--- src/rtl/fetch_stage.sv ---
// Instruction fetch stage: PC register, IF/ID pipeline latch and accepted-fetch counter.
// Redirects come from EX (taken branch) or ID (jump). Either redirect flushes IF/ID.
module fetch_stage #(
  parameter logic [31:0] RESET_PC = 32'h0000_0000
) (
  input  logic        clk,
  input  logic        reset,
  output logic [31:0] imem_addr,
  input  logic [31:0] imem_data,
  input  logic        stall,
  input  logic        branch_taken,
  input  logic [31:0] branch_target,
  input  logic        jump,
  input  logic [25:0] jump_index,
  output logic [31:0] if_id_instr,
  output logic [31:0] if_id_pc4,
  output logic        if_id_valid,
  output logic [31:0] fetch_count
);

  localparam int unsigned XLEN = 32;

  logic [XLEN-1:0] pc_q, pc_d;
  logic [XLEN-1:0] if_id_instr_q, if_id_instr_d;
  logic [XLEN-1:0] if_id_pc4_q, if_id_pc4_d;
  logic            if_id_valid_q, if_id_valid_d;
  logic [XLEN-1:0] fetch_count_q, fetch_count_d;
  logic [XLEN-1:0] pc_plus4;
  logic [XLEN-1:0] jump_target;
  logic            jump_qual;

  assign pc_plus4    = pc_q + XLEN'(4);
  assign jump_target = {if_id_pc4_q[31:28], jump_index, 2'b00};
  // A jump only counts when the instruction decoding it in ID is real.
  assign jump_qual   = jump & if_id_valid_q;

  // Next-state selection: branch > jump > stall > sequential fetch.
  always_comb begin
    pc_d          = pc_q;
    if_id_instr_d = if_id_instr_q;
    if_id_pc4_d   = if_id_pc4_q;
    if_id_valid_d = if_id_valid_q;
    fetch_count_d = fetch_count_q;
    if (branch_taken) begin
      pc_d          = branch_target;
      if_id_instr_d = '0;
      if_id_pc4_d   = '0;
      if_id_valid_d = 1'b0;
    end else if (jump_qual) begin
      pc_d          = jump_target;
      if_id_instr_d = '0;
      if_id_pc4_d   = '0;
      if_id_valid_d = 1'b0;
    end else if (!stall) begin
      pc_d          = pc_plus4;
      if_id_instr_d = imem_data;
      if_id_pc4_d   = pc_plus4;
      if_id_valid_d = 1'b1;
      fetch_count_d = fetch_count_q + XLEN'(1);
    end
  end

  always_ff @(posedge clk) begin
    if (reset) begin
      pc_q          <= RESET_PC;
      if_id_instr_q <= '0;
      if_id_pc4_q   <= '0;
      if_id_valid_q <= 1'b0;
      fetch_count_q <= '0;
    end else begin
      pc_q          <= pc_d;
      if_id_instr_q <= if_id_instr_d;
      if_id_pc4_q   <= if_id_pc4_d;
      if_id_valid_q <= if_id_valid_d;
      fetch_count_q <= fetch_count_d;
    end
  end

  assign imem_addr   = pc_q;
  assign if_id_instr = if_id_instr_q;
  assign if_id_pc4   = if_id_pc4_q;
  assign if_id_valid = if_id_valid_q;
  assign fetch_count = fetch_count_q;

endmodule

--- config.mk ---
export PLATFORM = sky130hd
export DESIGN_NAME = fetch_stage
export DESIGN_NICKNAME = d
export VERILOG_FILES = /design/src/rtl/fetch_stage.sv
export SDC_FILE = /design/constraint.sdc
export NUM_CORES = 1
export LEC_CHECK = 0
export ABC_AREA = 1
export CAP_MARGIN = 20
export CORE_ASPECT_RATIO = 0.8
export CORE_MARGIN = 4
export CORE_UTILIZATION = 50
export DETAILED_ROUTE_END_ITERATION = 7
export GPL_ROUTABILITY_DRIVEN = 0
export GPL_TIMING_DRIVEN = 1
export PLACE_DENSITY = 0.86
export SLEW_MARGIN = 25
export SYNTH_ARGS = -nofsm -noshare
export SYNTH_HDL_FRONTEND = slang
export SYNTH_SLANG_ARGS = --single-unit
--- constraint.sdc ---
create_clock -name clk -period 3.3 [get_ports clk]
set_input_delay 0.66 -clock clk [delete_from_list [all_inputs] [get_ports clk]]
set_output_delay 0.66 -clock clk [all_outputs]
set_load 0.02 [all_outputs]
==> Implementation_results.wiki <==
{| class="wikitable"
! Metric !! Value
|-
| Routed via count || 7829
|-
| Vias in the first global route || 7530
|-
| Busiest layer in global routing || met2
|-
| Area of all sequential standard cells || about 2600 um^2
|-
| Proportion of netlist area held by the largest area contributor || 0.3768
|-
| Number of synthesis warnings || 0
|-
| Global-route wire length before repair || 37.73 mm
|-
| Initial antenna violation count || 1
|-
| Post-synthesis area per instance || 6.382 um^2
|-
| Routing usage on met1 || 0.3735
|-
| Number of buffers inserted by port buffering || 223
|-
| EDFF count, synth || 0
|-
| Die outline width || 138.9 um
|-
| CP Data Arrival Time || 1.63 ns
|-
| Final routed DRC violation total || 0
|-
| Least-Margin Pin Slew || 0.7612 ns
|-
| Standard cell with the maximum stage delay on the critical path || sky130_fd_sc_hd__clkdlybuf4s50_1
|-
| Buffer levels on the longest clock path || 2
|-
| List of cells traversed by the critical path || clkdlybuf4s50_1
|-
| Number of cells produced by synthesis || approximately 1100
|-
| Library cell with the highest instance count after synthesis || sky130_fd_sc_hd__nand2_1
|-
| Post-synth top cells || 338 x sky130_fd_sc_hd__nand2_1, 155 x sky130_fd_sc_hd__nor2_1, 129 x sky130_fd_sc_hd__dfxtp_1, 109 x sky130_fd_sc_hd__inv_1, 100 x sky130_fd_sc_hd__a21oi_1
|-
| Crit path time final || approximately 2.3 ns
|-
| Largest net degree at the start of global routing || 66
|-
| Proportion of synthesized chip area in sequential cells || 0.3768
|-
| Fraction of the mapped netlist area in compound gates || 0.1347
|-
| I/O pin count || 224
|-
| Number of antenna cells inserted || 0
|-
| Placeable core region || 13150 um^2
|-
| Number of nets in the layout || 1375
|-
| Outcome || completed
|-
| Post-DR vias/cell || 5.340
|-
| Total area of multi-input combinational cells || 3662 um^2
|-
| Total congestion overflow after global routing || 0
|-
| Setup Fix Bufs, Post-CTS || 0
|-
| IR Drop Worst-Case VDD || 0.3735 mV
|-
| Ys async rst share || 0
|-
| CP bufs+invs || 1
|-
| Path type of the worst setup path || flop to output pin
|-
| GR Util All Layers || 0.2934
|-
| Normalized max-slew margin || 0.4919
|-
| Net count after synthesis || roughly 1200
|-
| Final clock skew || 0.008910 ns
|-
| Synth area leader || sky130_fd_sc_hd__dfxtp_1
|-
| Unrepaired setup endpoints after global routing || false
|-
| HPWL after DPL || 16.66 mm
|-
| Class of the worst hold path || flop to flop
|-
| Leak pwr || 4.076 nW
|-
| Number of antenna-violating nets in the routed design || 0
|-
| Row Count || 37
|-
| Initial DRT Pass Iterations || 5
|-
| CP Capture Type || output pin
|-
| Largest stage delay on the critical path || 0.72 ns
|-
| Area overhead of the layout relative to synthesis || 42.88%
|-
| Maximum capacitance violations || 0
|-
| Netlist area before placement || 6854 um^2
|-
| DRT iter0 DRCs || about 830
|-
| Top cell family by delay on the critical path || buffers and inverters
|-
| Top flip-flop cell by instance count after synthesis || sky130_fd_sc_hd__dfxtp_1
|-
| CTS clk-pin slew, worst paths || ~0.06 ns
|-
| Share of synthesized cell area in full adder, half adder and majority cells || 0.003651
|-
| Fill cells || a little over 1000
|-
| Max Clk Rate || 436.4 MHz
|-
| CTS tree || yes
|-
| Final instance count without filler cells || 1466
|-
| Number of gates given a new drive strength after cts || 0
|-
| Clock buffer count from CTS || 17
|-
| Final TNS setup || 0 ns
|-
| H-tree depth reported by CTS || 4
|-
| Cell count after placement || 1434
|-
| GR Util met3 || 0.08196
|-
| Number of hold buffers added after CTS || 0
|-
| Total Wirelength || 23.53 mm
|-
| Number of distinct library cells after synthesis || 36
|-
| Starting utilization of the core area || 0.5213
|-
| Synth Area in XOR/XNOR || 0.02793
|-
| Flop and latch count out of synthesis || 129
|-
| Number of max-slew violations in the final report || 0
|-
| Largest family of logic cells by synthesized area || simple AND/OR/NAND/NOR gates
|-
| Library cell used as clock root buffer || sky130_fd_sc_hd__clkbuf_16
|-
| Routed length per instance || 16.05 um
|-
| Setup-violating endpoint count in the final report || 0
|-
| Worst EP required || about 2.6 ns
|-
| Post-Synth Simple-Gate Area || 0.3666
|-
| Floorplan die height || 112.7 um
|-
| Share of layout cells above drive strength 1 || 0.06197
|-
| Worst skew pair latency || 0.43 ns
|-
| Type of origin of the critical path || flop
|-
| GR Layer Usage met2 || 0.4798
|-
| Hold Fails Final Rpt || 0
|-
| Share of synthesized area spent on multiplexers || 0
|-
| Power density of the placed cells || 439.2 nW/um^2
|-
| Overall die area || approximately 16000 um^2
|-
| CTS sink cnt || 129
|-
| Maximum net fanout on the critical path || 6
|-
| Final cycle utilization of the critical path || 0.6944
|-
| Dominant cells by area after synthesis || sky130_fd_sc_hd__dfxtp_1 38%, sky130_fd_sc_hd__nand2_1 19%, sky130_fd_sc_hd__nor2_1 8.5%
|-
| Final-layout worst hold slack || 0.4590 ns
|}
kinds of logic after synthesis:
family,Yosys count
simple gates,588
compound gates,175
buf+inv,159
flops,129
xor+xnor,21
fa+ha+maj,2
cell type report:
| class | count | share of cell area |
|---|---|---|
| multi-input combinational | 786 | 0.3740 |
| sequential | 129 | 0.2637 |
| timing repair buffer | 234 | 0.2359 |
| clock buffer | 18 | 0.04382 |
| inverter | 110 | 0.04216 |
| tap | 175 | 0.02236 |
| clock inverter | 14 | 0.01814 |
layer usage:
layer	wire length, um	part of all wire
met1	9782	0.42
met2	10850	0.46
met3	2335	0.099
met4	552	0.023
met5	8	0.00034
power by group:
group | total (mW) | switching, mW | internal, mW
combinational | 0.634 | 0.342 | 0.293
clock | 1.98 | 0.776 | 1.20
sequential | 1.69 | 0.0714 | 1.62
total | 4.30 | 1.19 | 3.11
final timing paths:
check,from,end,slack (ns),cells past startpoint
worst max-delay path,fetch_count[10],fetch_count[10],1.01,1
worst min-delay path,if_id_instr[5],if_id_instr[5],0.46,2
worst max register to register,fetch_count[0],fetch_count[14],1.34,10
worst min register to register,if_id_instr[5],if_id_instr[5],0.46,2
flip-flops by register name (all words and copies together) (netlist names):
name	flops
if_id_pc4	32
imem_addr	32
if_id_instr	32
if_id_valid	1
fetch_count	32
layout by cell type, fill, tap and decap left out, types with 2 or more instances in the layout:
cell type / instances
sky130_fd_sc_hd__nand2_1: 337
sky130_fd_sc_hd__clkdlybuf4s50_1: 222
sky130_fd_sc_hd__nor2_1: 154
sky130_fd_sc_hd__dfxtp_1: 129
sky130_fd_sc_hd__inv_1: 108
sky130_fd_sc_hd__a21oi_1: 100
sky130_fd_sc_hd__o21ai_0: 53
sky130_fd_sc_hd__nand3_1: 30
sky130_fd_sc_hd__clkbuf_16: 17
sky130_fd_sc_hd__nand3b_1: 13
sky130_fd_sc_hd__xnor2_1: 13
sky130_fd_sc_hd__o211ai_1: 12
sky130_fd_sc_hd__buf_4: 11
sky130_fd_sc_hd__nor3_1: 10
sky130_fd_sc_hd__nand2_2: 9
sky130_fd_sc_hd__nand4_1: 8
sky130_fd_sc_hd__nor2_2: 7
sky130_fd_sc_hd__nor2_4: 7
sky130_fd_sc_hd__xor2_1: 7
sky130_fd_sc_hd__inv_6: 4
sky130_fd_sc_hd__nor2_8: 3
sky130_fd_sc_hd__o21ai_1: 3
sky130_fd_sc_hd__clkinv_2: 3
sky130_fd_sc_hd__clkinv_4: 3
sky130_fd_sc_hd__bufinv_16: 3
sky130_fd_sc_hd__inv_2: 2
sky130_fd_sc_hd__nand2_4: 2
sky130_fd_sc_hd__nor3_2: 2
sky130_fd_sc_hd__nor3b_1: 2
sky130_fd_sc_hd__o21a_1: 2
sky130_fd_sc_hd__a211oi_1: 2
sky130_fd_sc_hd__or2_2: 2
sky130_fd_sc_hd__ha_1: 2
through the flow:
| step | worst slack, ns | power, mW | util | area [um^2] |
|---|---|---|---|---|
| CTS | 1.026 | 4.303 | 0.7449 | 9793 |
| global route | 0.9860 | 4.431 | 0.7449 | 9793 |
| global placement | 0.8617 | 2.330 | 0.6987 | 9186 |
| floorplan | 1.587 | 2.022 | - | 6854 |
| finish | 1.009 | 4.302 | 0.7449 | 9793 |
| detailed placement | 0.7899 | 2.342 | 0.6987 | 9186 |
Power figures use the tool's default switching activity.
